### src/rtl/ps2_pkg.sv
// ----------------------------------------------------------------------------
// ps2_pkg
// Constants and types shared by the PS/2 Set-2 key tracker.
//   - Protocol bytes: the break prefix, the extended prefix, the BAT result
//     codes and the overrun codes.
//   - Set-2 make codes for the game keys Z, X, C, V, B.
//   - ps2_state_t, the prefix-tracking state of the decoder.
//   - is_reset_code(), which flags the bytes that force the tracker back to
//     a clean state.
// ----------------------------------------------------------------------------
package ps2_pkg;

    localparam logic [7:0] PS2_BREAK   = 8'hF0;
    localparam logic [7:0] PS2_EXT     = 8'hE0;
    localparam logic [7:0] PS2_BAT_OK  = 8'hAA;
    localparam logic [7:0] PS2_BAT_ERR = 8'hFC;
    localparam logic [7:0] PS2_OVR0    = 8'h00;
    localparam logic [7:0] PS2_OVR1    = 8'hFF;

    localparam logic [7:0] SC_Z = 8'h1A;
    localparam logic [7:0] SC_X = 8'h22;
    localparam logic [7:0] SC_C = 8'h21;
    localparam logic [7:0] SC_V = 8'h2A;
    localparam logic [7:0] SC_B = 8'h32;

    typedef enum logic [1:0] {
        IDLE    = 2'd0,
        BRK     = 2'd1,
        EXT     = 2'd2,
        EXT_BRK = 2'd3
    } ps2_state_t;

    // A keyboard self-test result or an overrun means the held-key picture
    // can no longer be trusted, so these bytes flush the tracker.
    function automatic logic is_reset_code(input logic [7:0] code);
        return (code == PS2_BAT_OK)  || (code == PS2_BAT_ERR) ||
               (code == PS2_OVR0)    || (code == PS2_OVR1);
    endfunction

endpackage

### src/rtl/ps2_code_lookup.sv
// ----------------------------------------------------------------------------
// ps2_code_lookup
// Combinational byte-to-key matcher. Compares a scancode against every
// configured make code and returns the 1-based index of the lowest matching
// slot, plus the same result as a one-hot mask for the held-key register.
//
// Ports:
//   code    in   8         byte to classify
//   index   out  IDX_W     1-based matching key index, 0 when unmapped
//   onehot  out  NUM_KEYS  bit i set when key index i+1 matched, else 0
// ----------------------------------------------------------------------------
module ps2_code_lookup #(
    parameter int                    NUM_KEYS  = 5,
    parameter int                    IDX_W     = 4,
    parameter logic [NUM_KEYS*8-1:0] KEY_CODES = {8'h32, 8'h2A, 8'h21, 8'h22, 8'h1A}
) (
    input  logic [7:0]          code,
    output logic [IDX_W-1:0]    index,
    output logic [NUM_KEYS-1:0] onehot
);

    // Scanning from the top slot down lets the lowest matching slot
    // overwrite any higher match, which gives lowest-index priority when the
    // same code is configured twice.
    always_comb begin
        index  = '0;
        onehot = '0;
        for (int i = NUM_KEYS - 1; i >= 0; i--) begin
            if (code == KEY_CODES[8*i +: 8]) begin
                index     = IDX_W'(i + 1);
                onehot    = '0;
                onehot[i] = 1'b1;
            end
        end
    end

endmodule

### src/rtl/ps2_key_tracker.sv
// ----------------------------------------------------------------------------
// ps2_key_tracker
// PS/2 Set-2 scancode decoder for the game key-input path. Tracks break and
// extended prefixes, maps configured make codes to 1-based key indices,
// keeps a held-key mask, emits one-cycle press/release events and drops
// typematic repeats. A pending prefix that sees no follow-up byte within
// PREFIX_TIMEOUT cycles is abandoned.
//
// state   | meaning
// --------+-------------------------------------------------------------
// IDLE    | no prefix pending; plain bytes are make codes
// BRK     | F0 seen; next byte is the released key
// EXT     | E0 seen; next byte is an extended (unmapped) key or F0
// EXT_BRK | E0 F0 seen; next byte is an extended release, discarded
//
// Ports:
//   clock        in   1         system clock
//   reset        in   1         synchronous, active-high reset
//   scan_code    in   8         byte from the PS/2 receive controller
//   scan_valid   in   1         one-cycle strobe qualifying scan_code
//   key_down     out  NUM_KEYS  bit i set while key index i+1 is held
//   any_pressed  out  1         OR of key_down
//   event_valid  out  1         one-cycle pulse on a mapped key change
//   event_make   out  1         with event_valid: 1 press, 0 release
//   event_index  out  IDX_W     with event_valid: 1-based key index, else 0
//   last_index   out  IDX_W     most recently pressed key while held, else 0
// ----------------------------------------------------------------------------
module ps2_key_tracker
    import ps2_pkg::*;
#(
    parameter int                    NUM_KEYS       = 5,
    parameter int                    IDX_W          = 4,
    parameter logic [NUM_KEYS*8-1:0] KEY_CODES      = {SC_B, SC_V, SC_C, SC_X, SC_Z},
    parameter int                    PREFIX_TIMEOUT = 50000
) (
    input  logic                clock,
    input  logic                reset,
    input  logic [7:0]          scan_code,
    input  logic                scan_valid,
    output logic [NUM_KEYS-1:0] key_down,
    output logic                any_pressed,
    output logic                event_valid,
    output logic                event_make,
    output logic [IDX_W-1:0]    event_index,
    output logic [IDX_W-1:0]    last_index
);

    localparam int               CNT_W     = $clog2(PREFIX_TIMEOUT + 1);
    localparam logic [CNT_W-1:0] CNT_LAST  = CNT_W'(PREFIX_TIMEOUT - 1);

    ps2_state_t          state_q, state_d;
    logic [CNT_W-1:0]    cnt_q, cnt_d;

    logic [NUM_KEYS-1:0] key_down_d;
    logic [IDX_W-1:0]    last_index_d;
    logic                event_valid_d;
    logic                event_make_d;
    logic [IDX_W-1:0]    event_index_d;

    logic [IDX_W-1:0]    hit_index;
    logic [NUM_KEYS-1:0] hit_onehot;
    logic                flush;
    logic                do_make;
    logic                do_break;

    ps2_code_lookup #(
        .NUM_KEYS  (NUM_KEYS),
        .IDX_W     (IDX_W),
        .KEY_CODES (KEY_CODES)
    ) u_lookup (
        .code   (scan_code),
        .index  (hit_index),
        .onehot (hit_onehot)
    );

    // Flush bytes override whatever prefix is pending.
    assign flush    = scan_valid && is_reset_code(scan_code);
    assign do_make  = scan_valid && !flush && (state_q == IDLE) &&
                      (scan_code != PS2_BREAK) && (scan_code != PS2_EXT);
    assign do_break = scan_valid && !flush && (state_q == BRK);

    // ---------------------------------------------------------------- state
    always_ff @(posedge clock) begin
        if (reset) begin
            state_q <= IDLE;
            cnt_q   <= '0;
        end else begin
            state_q <= state_d;
            cnt_q   <= cnt_d;
        end
    end

    // ----------------------------------------------------------- next state
    always_comb begin
        state_d = state_q;
        cnt_d   = '0;
        if (scan_valid) begin
            if (flush) begin
                state_d = IDLE;
            end else begin
                unique case (state_q)
                    IDLE: begin
                        if (scan_code == PS2_BREAK) begin
                            state_d = BRK;
                        end else if (scan_code == PS2_EXT) begin
                            state_d = EXT;
                        end
                    end
                    BRK:     state_d = IDLE;
                    EXT:     state_d = (scan_code == PS2_BREAK) ? EXT_BRK : IDLE;
                    EXT_BRK: state_d = IDLE;
                    default: state_d = IDLE;
                endcase
            end
        end else if (state_q != IDLE) begin
            // A prefix whose follow-up byte was lost would otherwise turn the
            // next unrelated make into a break, so it is dropped quietly.
            if (cnt_q == CNT_LAST) begin
                state_d = IDLE;
            end else begin
                cnt_d = cnt_q + CNT_W'(1);
            end
        end
    end

    // --------------------------------------------------------------- output
    always_comb begin
        key_down_d    = key_down;
        last_index_d  = last_index;
        event_valid_d = 1'b0;
        event_make_d  = 1'b0;
        event_index_d = '0;
        if (flush) begin
            key_down_d   = '0;
            last_index_d = '0;
        end else if (do_make) begin
            // A make for a key already held is a typematic repeat.
            if ((hit_onehot != '0) && ((key_down & hit_onehot) == '0)) begin
                key_down_d    = key_down | hit_onehot;
                last_index_d  = hit_index;
                event_valid_d = 1'b1;
                event_make_d  = 1'b1;
                event_index_d = hit_index;
            end
        end else if (do_break) begin
            if ((key_down & hit_onehot) != '0) begin
                key_down_d    = key_down & ~hit_onehot;
                event_valid_d = 1'b1;
                event_index_d = hit_index;
                // No fallback to another held key: last_index only ever
                // names the key whose press was most recent.
                if (last_index == hit_index) begin
                    last_index_d = '0;
                end
            end
        end
    end

    always_ff @(posedge clock) begin
        if (reset) begin
            key_down    <= '0;
            last_index  <= '0;
            event_valid <= 1'b0;
            event_make  <= 1'b0;
            event_index <= '0;
        end else begin
            key_down    <= key_down_d;
            last_index  <= last_index_d;
            event_valid <= event_valid_d;
            event_make  <= event_make_d;
            event_index <= event_index_d;
        end
    end

    assign any_pressed = |key_down;

endmodule

### config.mk
export PLATFORM = sky130hd
export DESIGN_NAME = ps2_key_tracker
export DESIGN_NICKNAME = d
export VERILOG_FILES = /design/src/rtl/ps2_pkg.sv /design/src/rtl/ps2_code_lookup.sv /design/src/rtl/ps2_key_tracker.sv
export SDC_FILE = /design/constraint.sdc
export NUM_CORES = 1
export LEC_CHECK = 0
export CAP_MARGIN = 20
export CORE_MARGIN = 2
export CORE_UTILIZATION = 35
export DETAILED_ROUTE_END_ITERATION = 7
export PLACE_DENSITY = 0.64
export SLEW_MARGIN = 0
export SYNTH_ARGS = -nofsm -noshare
export SYNTH_HDL_FRONTEND = slang
export SYNTH_SLANG_ARGS = --single-unit
### constraint.sdc
create_clock -name clock -period 5.03 [get_ports clock]
set_input_delay 1.006 -clock clock [delete_from_list [all_inputs] [get_ports clock]]
set_output_delay 1.006 -clock clock [all_outputs]
set_load 0.02 [all_outputs]
# Yosys cells after proc, flatten, opt, wreduce, memory -nomap -nowiden
# Index checks and enable logic that the tools add are counted.
# Widths: inputs -> output; s select.
[totals]
reg_bits = 33
out_inout_bits = 16
wordCells = 98
[op_classes]
add_sub_neg = 1
n_eq_ne = 19
mux = 35
n_bitwise = 6
reduce_logical = 30
[op_table]
columns = ["operator", "n"]
rows = [
  ["$mux 5", 9],
  ["$eq 8x8->1 const B", 5],
  ["$mux 4", 9],
  ["$eq 8x6->1 const B", 4],
  ["$add 16x1->16 const B", 1],
  ["$eq 16x16->1 const B", 1],
  ["$ne 8x8->1 const B", 2],
  ["$mux 3", 5],
  ["$mux 2", 7],
  ["$reduce_bool 2->1", 6],
  ["$and 5x5->5", 2],
  ["$reduce_bool 5->1", 2],
  ["$eq 8x5->1 const B", 1],
  ["$logic_not 8->1", 1],
  ["$logic_and 1x1->1", 7],
  ["$pmux 2 s3", 1],
  ["$reduce_and 3->1", 2],
  ["$logic_not 5->1", 1],
  ["$ne 5x3->1 const B", 1],
  ["$not 5->5", 1],
  ["$or 5x5->5", 1],
  ["$reduce_or 5->1", 1],
  ["$eq 2x2->1 const B", 2],
  ["$eq 4x4->1", 1],
  ["11 further kinds", 18],
]

# Longest topological paths before layout
# Gate-level depths: netlist of run 1.
[depth]
word_depth = 12
mapped_depth = 8

# By module
# Synthesis of run 1 repeated with hierarchy kept, for this count alone.
[unflattened]
hier_cells = 196
hier_area_um2 = 1740.4
[modules_own_cells]
columns = ["mod", "n_inst", "cells_per_inst", "area_each_um2", "seq_area_each_um2"]
rows = [
  ["ps2_key_tracker", 1, 175, 1574.0, 660.6],
  ["ps2_code_lookup", 1, 21, 166.4, 0.0],
]

# Worst setup path after synthesis of run 1
# Ideal clock, no wire load.
[synth_timing]
kind = "input to register"
start = "input scan_code[4]"
end = "register with a tool-made name"
arrival_ns = 2.574
slack_ns = 2.365
cell_stages = 8
path_cell_list = "buf_2 mux2i_1 o32ai_1 a221o_1 nor4b_4 buf_6 a31oi_1 a311oi_1"
[synth_rtl]
columns = ["element", "line_no", "text"]
rows = [
  ["start: declaration", "ps2_key_tracker.sv:38", "input logic [7:0] scan_code,"],
]

==> flow_summary.json, run 1 <==
{
  "status": "finished, final reports clean",
  "setup_viol": 0,
  "n_antenna_cell": 0,
  "fin_crit_sh_pct": 66.4,
  "drcViolationCount": 0,
  "clock_latency_ps": 280,
  "finalCriticalPeriod_ps": 3340,
  "design_area_um2": 1980,
  "clock_path_buffers": 2,
  "syn_to_final_growth_pct": 19.4,
  "synthCells": 194,
  "clock_skew_ps": 5.46,
  "crit_chain": "clkdlybuf4s50_1 -> nor2b_1 -> and4_1 -> o21bai_2 -> nor4b_4 -> a31oi_1 -> a311oi_1",
  "clk_pin_slew_ps": 60,
  "critPathKind": "primary input to register",
  "numCtsBuffers": 5,
  "ioPinCount": 27,
  "power_w": 0.000459,
  "ant_nets": 0,
  "die_w_um": 72.8,
  "final_hold_viol_count": 0,
  "slowest_stage": "clkdlybuf4s50_1",
  "report.final.slew_viol_count": 0,
  "grt_max_degree": 17,
  "synth_top_area_cell": "dfxtp_1",
  "arrival_ps": 3530,
  "synth_most_common_cell": "dfxtp_1",
  "yosysSeqAreaShare_pct": 37.4,
  "swShare_pct": 23.0,
  "fin_tns_setup_ps": 0,
  "ir_drop_mv": 0.151,
  "cp_max_fo": 11,
  "synth_edf_count": 0,
  "place_hpwl_mm": 2.59,
  "grt_pass1_wl_mm": 6.10,
  "clock-sinks": 31,
  "wl_mm": 3.55,
  "worst_pin_slew_ps": 638,
  "wire_per_inst_um": 13.1,
  "hp-class": "register to register",
  "grt_pass1_vias": 1409,
  "start_kind": "primary input",
  "num_vias": 1441,
  "row_count": 25,
  "die-area_um2": 5300,
  "synth_cell_types": 56,
  "seqPwrFrac_pct": 53.8,
  "cts_setup_buffers": 0,
  "synth_flop_cell": "dfxtp_1",
  "start_util_pct": 35.8,
  "maxCapViolations": 0,
  "viasPerCell": 5.34,
  "post_cts_resized": 0,
  "avgSynthCellArea_um2": 8.55,
  "drt_iter0_drc": 72,
  "synth_warnings": 0,
  "crit_required_ps": 5220,
  "netlist_top_cells_count": "31 x dfxtp_1, 26 x nor2_1, 11 x nand2_1",
  "numPortBuffers": 24,
  "syn-cell-area_um2": 1660,
  "yosys-top-cells-area": "dfxtp_1 37%, nor2_1 5.9%, xor2_1 4.2%, xnor2_1 3.2%, a21oi_1 3.0%",
  "finalNetCount": 229,
  "dpl_cell_area_um2": 1910,
  "slowest_delay_ps": 570,
  "cts_tree": "built",
  "drive_above_1_share_pct": 6.02,
  "powerDensity_nw_per_um2": 232,
  "overflow": 0,
  "ys_ff_latch": 31,
  "drt_pass1_iterations": 4,
  "cts-htree-levels": 2,
  "yosys.area.top_type_share_pct": 37.4,
  "leakagePower_nw": 0.685,
  "combPwrFrac_pct": 8.2,
  "rsz0062_at_grt": "no",
  "core_um2": 4630,
  "clockPowerShare_pct": 38.1,
  "p_switching_w": 0.000106,
  "gr-usage-all-layers_pct": 15.0,
  "end_kind": "register",
  "die_h_um": 72.8,
  "slew_headroom_pct": 57.3,
  "power.internal_w": 0.000354,
  "holdBufCountCts": 0,
  "antenna_found_initial": 0,
  "gp_congestion": 0.849,
  "cts-root-buf": "clkbuf_8",
  "max_freq_mhz": 299,
  "synthArstFlopShare_pct": 0
}
logic make-up after synthesis:
kind of cell               Yosys count  synth area share [%]
xor gates and xnor gates            14                  7.40
DFF                                 31                  37.4
and+or+nand+nor                     94                  32.5
AOI/OAI and AO/OA                   36                  15.3
buffers and inverters               15                  5.13
adders and majority gates            1                 0.755
muxes                                2                  1.21
other                                1                 0.226
routing by layer:
metal / global-route usage [%] / up-vias / wire length (um)
li1: - / 749 / -
met1: 17.0 / 667 / 1700
met2: 25.9 / 21 / 1680
met3: 5.39 / 4 / 118
met4: 5.56 / 0 / 51
met5: 0 / - / 0
power groups by stage:
| stage | registers [W] | logic, W | clock network [W] |
|---|---|---|---|
| after floorplan | 0.000252 | 0.0000233 | 0 |
| after global placement | 0.000252 | 0.0000374 | 0 |
| after detailed placement | 0.000252 | 0.0000371 | 0 |
| after CTS | 0.000247 | 0.0000372 | 0.000184 |
| after global routing | 0.000247 | 0.0000414 | 0.000196 |
| final | 0.000247 | 0.0000375 | 0.000175 |
path summary, 6_finish.rpt:
kind	depth (start not counted)	startpoint	slack [ps]	end
max	7	scan_code[1]	1690	register
min	1	cnt_q[0]$_SDFF_PP0_	450	cnt_q[0]$_SDFF_PP0_
max reg2reg	6	register	2910	register
min reg2reg	1	cnt_q[0]$_SDFF_PP0_	450	cnt_q[0]$_SDFF_PP0_
final cells by class:
class | count | area [um2]
Clock buffer | 6 | 72.6
Fill cell | 479 | 2650
Inverter | 6 | 22.5
Multi-Input combinational cell | 149 | 956
Sequential cell | 31 | 621
Tap cell | 54 | 67.6
Timing Repair Buffer | 24 | 240
placed cells by master, fill, tap and decap left out, types with 5 or more instances in the layout:
| cell type | n |
|---|---|
| and3_1 | 7 |
| inv_1 | 6 |
| clkdlybuf4s50_1 | 24 |
| nand3_1 | 9 |
| xnor2_1 | 6 |
| a21oi_1 | 10 |
| and4_1 | 5 |
| nand2_1 | 11 |
| clkbuf_8 | 5 |
| dfxtp_1 | 31 |
| nor2_1 | 26 |
| nor3_1 | 5 |
| xor2_1 | 8 |
worst max-delay path: cells and delay by family:
family	cells	cell delay (ps)
simple gates	3	1360
compound gates	3	590
buf+inv	1	570
stage by stage:
step	instances	hold slack (ps)	utilization (%)	setup WS [ps]
2_1_floorplan	195	413	-	2370
3_3_place_gp	264	431	41.2	1470
3_5_place_dp	264	440	41.2	1460
4_1_cts	270	452	42.8	1760
5_1_grt	270	487	42.8	1590
6_report	270	447	42.8	1690
Note: power is estimated with default switching activity, not from simulation.
==> run 2, diff against run 1 <==
clock period = 3.1 ns   (was 5.03 ns; I/O delays follow)
==> run 2 against run 1 <==
  * Non-clock buffer count increased by 8
  * Worst hold slack got worse by 8.3 ps
  * Critical path type unchanged
  * Sequential power increased by 62%
  * Final cell count increased by 3.3%
  * Setup slack got worse by 1200 ps
  * Sequential cell count unchanged
==> flow_summary.json, run 2 (same netlist as run 1, synthesis figures left out) <==
{
  "overflow": 0,
  "antenna_found_initial": 0,
  "status": "finished, final reports clean",
  "numCtsBuffers": 5,
  "syn_to_final_growth_pct": 23.9,
  "setup_viol": 0,
  "arrival_ps": 2820,
  "finalNetCount": 237,
  "rrSetupSlack_ps": 1200,
  "num_vias": 1467,
  "slowest_delay_ps": 690,
  "reg2reg_from": "cnt_q[0]$_SDFF_PP0_",
  "cp_max_fo": 7,
  "grt_pass1_wl_mm": 6.22,
  "rsz0062_at_grt": "no",
  "slowest_stage": "or4b_1",
  "reg2reg_depth": 5,
  "finalCriticalPeriod_ps": 2650,
  "fin_crit_sh_pct": 85.6,
  "drt_pass1_iterations": 4,
  "cts-root-buf": "clkbuf_8",
  "crit_buf_inv": 1,
  "post-route-util_pct": 44.4,
  "dpl_cell_area_um2": 1970,
  "final_hold_viol_count": 0,
  "ant_nets": 0,
  "maxCapViolations": 0,
  "worst_pin_slew_ps": 554,
  "cts_tree": "built",
  "cp_top_family": "simple AND/OR/NAND/NOR gates",
  "gr-usage-all-layers_pct": 15.2,
  "cts_setup_buffers": 0,
  "row_count": 25,
  "ir_drop_mv": 0.224,
  "critPathKind": "primary input to register",
  "end_kind": "register",
  "ioPinCount": 27,
  "clock_path_buffers": 2,
  "clock_skew_ps": 3.01,
  "cts-htree-levels": 2,
  "start_kind": "primary input",
  "leakagePower_nw": 0.736,
  "wl_mm": 3.59,
  "powerDensity_nw_per_um2": 379,
  "post_cts_resized": 0,
  "numPortBuffers": 24,
  "design_area_um2": 2050,
  "layout_common_cells": "31 x dfxtp_1, 26 x nor2_1, 24 x clkdlybuf4s50_1, 11 x nand2_1, 10 x a21oi_1",
  "r2r_end": "cnt_q[10]$_SDFF_PP0_",
  "viasPerCell": 5.26,
  "power_w": 0.000778,
  "core_um2": 4630,
  "clock_latency_ps": 280,
  "die_w_um": 72.8,
  "die_h_um": 72.8,
  "gp_congestion": 0.807,
  "report.final.slew_viol_count": 0,
  "place_hpwl_mm": 2.69,
  "drcViolationCount": 0,
  "n_antenna_cell": 0,
  "mostFrequentLayoutCell": "dfxtp_1",
  "drt_iter0_drc": 91,
  "wire_per_inst_um": 12.9,
  "die-area_um2": 5300,
  "drive_above_1_share_pct": 10.2,
  "slew_headroom_pct": 62.5,
  "cp-startpoint": "scan_code[7]",
  "cp-endpoint": "last_index[2]$_SDFFE_PP0P_",
  "crit_required_ps": 3270,
  "max_freq_mhz": 377,
  "crit_chain": "clkdlybuf4s50_1 -> or4b_1 -> nor2_2 -> a221o_1 -> and4_1 -> o211a_1 -> o31ai_1",
  "fin_tns_setup_ps": 0,
  "clock-sinks": 31,
  "holdBufCountCts": 0,
  "start_util_pct": 35.8,
  "cp.depth": 7,
  "clk_pin_slew_ps": 60,
  "hp-class": "register to register",
  "grt_max_degree": 17,
  "grt_pass1_vias": 1434
}
==> run 2: cell types whose count changed in the layout (fill, tap and decap cells not counted) <==
cell / change
clkbuf_1: -1
clkbuf_8: +1
clkinv_2: +1
buf_4: +8
==> run 2: metal layers <==
layer  vias to the layer above  GRT usage, %  share of wire (%)
met4                         0          6.79                2.3
li1                        765             -                  -
met3                        11          5.66                4.1
met1                       667          18.6                 48
met2                        24          23.7                 46
met5                         -             0                  0
==> run 2: how the worst min path moves through the flow <==
stage	startpoint	end	depth (start not counted)
global placement	cnt_q[0]$_SDFF_PP0_	cnt_q[0]$_SDFF_PP0_	1
finish	cnt_q[0]$_SDFF_PP0_	cnt_q[0]$_SDFF_PP0_	1
detailed placement	cnt_q[0]$_SDFF_PP0_	cnt_q[0]$_SDFF_PP0_	1
floorplan	cnt_q[0]$_SDFF_PP0_	cnt_q[0]$_SDFF_PP0_	1
global route	cnt_q[0]$_SDFF_PP0_	cnt_q[0]$_SDFF_PP0_	1
CTS	cnt_q[0]$_SDFF_PP0_	cnt_q[0]$_SDFF_PP0_	1
==> run 2: power breakdown <==
| group | internal [W] | switching (W) |
|---|---|---|
| sequential | 0.000400 | 0.000000897 |
| clock | 0.000174 | 0.000138 |
| combinational | 0.0000287 | 0.0000369 |
| total | 0.000602 | 0.000176 |
==> run 2: layout make-up <==
cell class | instances | area [um2]
inverter | 6 | 22.5
clock buffer | 6 | 82.6
tap | 54 | 67.6
fill | 447 | 2570
multi-input combinational | 149 | 956
clock inverter | 1 | 5.00
sequential | 31 | 621
timing repair buffer | 32 | 300
==> run 2: through the flow <==
stage | cells | setup slack, ps | hold WS (ps)
final | 279 | 448 | 439
after global routing | 279 | 300 | 465
after CTS | 279 | 473 | 442
after detailed placement | 272 | 169 | 433
after global placement | 272 | 154 | 427
after floorplan | 195 | 821 | 413
